## config.mk

```make
export PLATFORM = sky130hd
export DESIGN_NAME = instr_fetch_unit
export DESIGN_NICKNAME = d
export VERILOG_FILES = /design/src/rtl/instr_fetch_unit.sv
export SDC_FILE = /design/constraint.sdc
export NUM_CORES = 1
export LEC_CHECK = 0
export BUFFER_PORTS_ARGS = -buffer_cell sky130_fd_sc_hd__buf_2
export CAP_MARGIN = 20
export CELL_PAD_IN_SITES_DETAIL_PLACEMENT = 0
export CELL_PAD_IN_SITES_GLOBAL_PLACEMENT = 1
export CORE_ASPECT_RATIO = 2
export CORE_MARGIN = 2
export CORE_UTILIZATION = 25
export DETAILED_ROUTE_END_ITERATION = 8
export GPL_TIMING_DRIVEN = 0
export PLACE_DENSITY_LB_ADDON = 0.15
export SYNTH_ARGS = -nofsm -noshare
export SYNTH_HDL_FRONTEND = slang
export SYNTH_SLANG_ARGS = --single-unit
```

## constraint.sdc

```tcl
create_clock -name clk -period 4.7 [get_ports clk]
set_input_delay 0.235 -clock clk [delete_from_list [all_inputs] [get_ports clk]]
set_output_delay 0.235 -clock clk [all_outputs]
set_load 0.005 [all_outputs]
```

## src/rtl/instr_fetch_unit.sv

```systemverilog
// Instruction fetch stage: PC register, BOOT/RUN/HALT sequencer and IF/ID pipeline register.
// Optional feature: define IFETCH_MISALIGN_TRAP_EN to trap (and halt) on misaligned redirect targets.
//
// state | meaning
// BOOT  | one cycle after reset, PC held at RESET_PC, IF/ID invalid
// RUN   | fetching, one instruction per non-stalled cycle
// HALT  | fetch stopped, PC frozen, IF/ID invalid; exit only by reset
module instr_fetch_unit #(
   parameter logic [31:0] RESET_PC = 32'h0000_0000
) (
   input  logic        clk,
   input  logic        reset,
   input  logic        stall,
   input  logic        flush,
   input  logic        br_taken,
   input  logic [31:0] br_target,
   input  logic        halt_req,
   output logic [31:0] pc_addr,
   input  logic [31:0] instr_rd,
   output logic [31:0] if_instr,
   output logic [31:0] if_pc,
   output logic [31:0] if_pc_plus4,
   output logic        if_valid,
   output logic        halted
`ifdef IFETCH_MISALIGN_TRAP_EN
   ,
   output logic        misalign_trap
`endif
);

   localparam logic [1:0] ST_BOOT = 2'd0;
   localparam logic [1:0] ST_RUN  = 2'd1;
   localparam logic [1:0] ST_HALT = 2'd2;

   logic [1:0]  state;
   logic [31:0] pc;
   logic [31:0] pc_plus4;
   logic [31:0] br_pc;

   assign pc_plus4 = pc + 32'd4;
   // Redirect targets are word aligned; low bits are dropped on load.
   assign br_pc    = br_target & ~32'd3;
   assign pc_addr  = pc;
   assign halted   = (state == ST_HALT);

`ifdef IFETCH_MISALIGN_TRAP_EN
   logic trap_q;
   logic misaligned;

   assign misaligned    = (br_target[1:0] != 2'b00);
   assign misalign_trap = trap_q;
`endif

   always_ff @(posedge clk) begin
      if (reset) begin
         state       <= ST_BOOT;
         pc          <= RESET_PC;
         if_instr    <= 32'd0;
         if_pc       <= 32'd0;
         if_pc_plus4 <= 32'd0;
         if_valid    <= 1'b0;
`ifdef IFETCH_MISALIGN_TRAP_EN
         trap_q      <= 1'b0;
`endif
      end else begin
`ifdef IFETCH_MISALIGN_TRAP_EN
         trap_q <= 1'b0;
`endif
         case (state)
            ST_BOOT: begin
               state    <= ST_RUN;
               if_valid <= 1'b0;
            end
            ST_RUN: begin
               if (halt_req) begin
                  state    <= ST_HALT;
                  if_valid <= 1'b0;
               end else if (br_taken) begin
                  if_valid <= 1'b0;
`ifdef IFETCH_MISALIGN_TRAP_EN
                  if (misaligned) begin
                     trap_q <= 1'b1;
                     state  <= ST_HALT;
                  end else begin
                     pc <= br_pc;
                  end
`else
                  pc <= br_pc;
`endif
               end else if (stall) begin
                  // Stall holds IF/ID; a concurrent flush still kills it.
                  if (flush) if_valid <= 1'b0;
               end else begin
                  pc          <= pc_plus4;
                  if_instr    <= instr_rd;
                  if_pc       <= pc;
                  if_pc_plus4 <= pc_plus4;
                  if_valid    <= ~flush;
               end
            end
            default: begin
               state    <= ST_HALT;
               if_valid <= 1'b0;
            end
         endcase
      end
   end

endmodule

```

## After elaboration in Yosys (flattened, before gate mapping)

Index checks and enable logic that the tools add are counted.

| word-level totals | value |
|---|---|
| register bits after elaboration | 131 |
| word-level logic and storage cells | 27 |
| output and inout bits | 130 |
| input bits | 70 |

| operators by class | value |
|---|---|
| equality and inequality tests | 5 |
| reductions and logical operators | 4 |
| bitwise logic cells | 5 |
| multiplexer cells | 6 |
| add/subtract/negate cells | 1 |

Operators with widths:

| operator | count |
|---|---|
| two-way mux 32 bit | 2 |
| adder 32 x 3 -> 32 bit (second input constant) | 1 |
| inverter 1 bit | 5 |
| != test 2 x 1 -> 1 bit (second input constant) | 2 |
| case mux 2 bit (2 select lines) | 1 |
| AND reduction 4 bit | 1 |
| OR reduction 4 bit | 1 |
| AND reduction 3 bit | 1 |
| equality test 2 x 1 -> 1 bit (second input constant) | 1 |
| equality test 2 bit (second input constant) | 1 |
| logical NOT 2 bit | 1 |
| two-way mux 1 bit | 2 |
| two-way mux 2 bit | 1 |
| != test 2 bit (second input constant) | 1 |

## Logic depth before layout (Yosys ltp)

| depth | value |
|---|---|
| depth in word-level cells | 3 |
| mapped depth | 7 |
| mapped depth without buffers | 6 |

## Worst setup path before layout

OpenSTA, ideal clock, no wires.

| path | value |
|---|---|
| path kind | register -> register |
| from | reg pc[2], in the netlist pc_addr[2] |
| to | reg pc[26], in the netlist pc_addr[26] |
| period minus slack after synthesis | 1.906 ns |
| data required time | 4.635 ns |
| cell stages (with the launch flop) | 7 |
| path slack | 2.794 ns |
| data arrival time | 1.841 ns |
| buffers on the path | 0 |
| setup time | 0.065 ns |
| cells stage by stage | dfxtp_1 > ha_1 > and4_1 > nand3_1 > nor4_1 > mux2_2 > nor2_1 |

| on the way | value |
|---|---|
| cells in the longest elaborated chain, start to end | 3 |

Ends and longest elaborated chain:

| what | line | text |
|---|---|---|
| from (decl) | 36 | `logic [31:0] pc;` |
| from (signal assigned) | 88 | `pc <= br_pc;` |
| from (signal assigned) | 94 | `pc <= pc_plus4;` |
| adder 32 x 3 -> 32 bit | 40 | `assign pc_plus4 = pc + 32'd4;` |
| two-way mux 32 bit | 90 | `end else if (stall) begin` |
| two-way mux 32 bit | 78 | `end else if (br_taken) begin` |

Every way passes these cells. The select of a mux whose other input is x is not followed.
A chain may end at the register's enable or synchronous reset.

## Final worst setup path

Ends and elaborated chain as after synthesis.

==> results by group <==
Status
  • Status: completed

Yosys
  • Post-synth EDFFs: 0
  • Largest family of logic cells by synthesized area: simple AND/OR/NAND/NOR gates
  • Primary FF master, synth: dfxtp_1
  • Simple-gate area share of the yosys netlist: approximately a quarter
  • Post-synthesis mux area share: less than 1%
  • Netlist cell types: 59
  • Post-synthesis async set-or-reset flop share: 0%
  • Synth Warn #: 0
  • XOR/XNOR share of the synthesized area: between 3 and 4%
  • Syn avg cell area: a little under 8 um^2
  • Gate Count Post-Synth: 706
  • Synth Area in Compound Gates: approximately a fifth
  • Seq/Total Area, Yosys: around 45%
  • Mapped cell area: 5590 um^2
  • #FFs+latches synth: between 100 and 150
  • Area share of fa/ha/maj cells after synthesis: 0.224%

Cells and area
  • Most common cell after layout, fill and taps aside: buf_2
  • Final net count: a little under 1k
  • Area delta synth->final: 34.8%
  • Share of cells above drive strength 1: 28.4%
  • Commonest cells after routing, fill and taps aside: buf_2 (210), nand2_1 (158), dfxtp_1 (125), a21oi_1 (97), o21ai_0 (43)
  • Filler instances: 2434

Hold path
  • Hold Crit Depth: 3
  • Worst Hold Class: in2reg
  • Hold path start: instr_rd[3]
  • Worst Hold End: if_instr[3]

Die
  • Chip height: roughly 220 um
  • Width of the die: ~110 um
  • Ports: 200
  • Die area: between 20000 and 25000 um^2
  • Rows: between 70 and 80
  • Starting Density: approximately a quarter
  • Area of the core: approximately 22000 um^2

STA
  • Final Hold Viols: 0
  • Setup TNS: 0 ps
  • Slew of the pin with the lowest slew margin: around 800 ps
  • Tmin final: between 2000 and 3000 ps
  • Slew Viols, Final: 0
  • Final hold slack: 45.8 ps
  • Relative slew slack: between 40% and 50%
  • Skew final: about 9.3 ps
  • Period utilisation layout: between 50% and 60%
  • Finish-stage setup viols: 0
  • Worst Slack Setup Final: approximately 2100 ps
  • Fmax: about 380 MHz
  • RSZ-0062 raised after global routing: no

Global routing
  • Initial antenna violation count: 1
  • Vias in the first global route: 5829
  • Largest net degree at the start of global routing: 17
  • Gr ovfl total: 0
  • First-pass GRT wire length: 35.8 mm
  • Total global-route track usage: between 20% and 30%

Route
  • Drt pass-1 iters: 5
  • Initial DRC count: ~290
  • Wire per inst: 20.0 um
  • Remaining antenna violation count: 0
  • Total wire length: approximately 24 mm
  • Residual DRC: 0
  • DR vias/cell: slightly below 5
  • Routed vias: slightly below 6k

Clock tree
  • Register clock-pin slew on the reported worst setup and hold paths: approximately 60 ps
  • Clk sinks: roughly 130
  • Clk_lat worst skew: 420 ps
  • CTS buffer count: 17
  • Bufs on Longest Clock Path: 2
  • H-tree depth: 4
  • CTS Root Cell: clkbuf_16
  • Post-CTS Setup Bufs: 0
  • Hold buffers post-CTS: 1
  • CTS tree: built
  • Post-cts gate resize count: 0

Critical path
  • Reg2reg path depth: 6
  • CP Launch Type: flip-flop
  • Setup CP Type: reg2reg
  • RR Startpoint: pc_addr[2]
  • Reg2reg end: pc_addr[26]
  • Crit path max fanout: 8
  • CP required: roughly 5100 ps
  • Worst Setup End Kind: flip-flop
  • Flop2flop setup slack: approximately 2100 ps
  • Critical Path AT: around 3000 ps

Run
  • Total of max-cap violations: 0

Place
  • Post-DP HPWL: around 18 mm
  • Place WS: slightly above 2000 ps
  • RePlAce Congestion: ~0.81
  • I/O Buffers: 190

Pwr
  • Power density over the cells: 365 nW/um^2
  • Peak VDD IR: about 0.18 mV
  • Lkg Pwr: 3.12 nW
[report_power, final]
part           switching, W  internal [W]  total, W
clock              0.000524      0.000900   0.00142
sequential        0.0000265       0.00108   0.00111
combinational      0.000135     0.0000820  0.000217
[cell families (layout without fill, tap and decap cells)]
family,count (synthesis),after routing
compound gates,196,196
xor+xnor,25,25
fa+ha+maj,1,1
buf+inv,72,295
flops,125,125
mux,4,4
other cells,1,7
simple gates,282,282
[layout make-up]
class	count	area [um^2]	share of cell area, %
antenna	1	2.50	0.0332
buffer	66	303	4.02
clock buffer	21	450	5.98
clock inverter	11	166	2.21
inverter	6	22.5	0.299
multi-input combinational	514	2780	36.9
sequential	125	2500	33.2
tap	276	345	4.59
timing repair buffer	191	961	12.8
[worst max-delay path: stages, from the launching register on]
cell	delay, ps
dfxtp_1	550
ha_1	430
and4_1	370
nand3_1	110
nor4_1	610
mux2_2	410
nor2_1	80
[state kept, by name, indices dropped and copies added (netlist names)]
| register | flops |
|---|---|
| pc_addr | 30 |
| if_valid | 1 |
| if_pc | 30 |
| if_pc_plus4 | 30 |
| state | 2 |
| if_instr | 32 |
[cell usage after synthesis, types with 4 or more instances]
master      n  area [um^2]
xnor2_1    16          140
xor2_1      9         78.8
o31ai_1     4         30.0
or3_1       8         50.1
nor2_1     33          124
a31oi_1    11         68.8
nor3_1      9         45.0
clkbuf_1   35          131
buf_2      20          100
and2_1      8         50.1
and3_1     11         68.8
nand4_1     6         37.5
nand2_1   158          593
buf_4       8         60.1
a21oi_1    97          485
o21ai_0    43          215
a211oi_1   12         90.1
and4_1      4         35.0
a22oi_1     7         52.6
dfxtp_1   125         2500
nand3_1    22          110
inv_1       5         18.8
[layer usage]
layer,track usage (%),share of wire (%),up-vias
met3,3.90,4.6,39
met4,8.95,3.3,2
met2,39.2,56,181
met1,21.4,36,2826
met5,0,0.054,-
li1,-,-,2866
[stage by stage]
stage / cells / utilization [%] / cell area (um^2) / power (W)
floorplan: 711 / - / 5610 / 0.00123
global placement: 1177 / 31.3 / 6900 / 0.00135
detailed placement: 1177 / 31.3 / 6900 / 0.00135
CTS: 1210 / 34.1 / 7530 / 0.00278
global route: 1210 / 34.1 / 7530 / 0.00284
finish: 1211 / 34.1 / 7530 / 0.00275
[worst max path at each step]
| stage | from | endpoint | slack (ps) |
|---|---|---|---|
| 5_1_grt | pc_addr[2] | pc_addr[26] | 1920 |
| 2_1_floorplan | pc_addr[2] | pc_addr[26] | 2790 |
| 6_report | pc_addr[2] | pc_addr[26] | 2060 |
| 3_3_place_gp | pc_addr[2] | pc_addr[26] | 2020 |
| 4_1_cts | pc_addr[2] | pc_addr[26] | 2030 |
| 3_5_place_dp | pc_addr[2] | pc_addr[26] | 2040 |
Power figures use the tool's default switching activity.
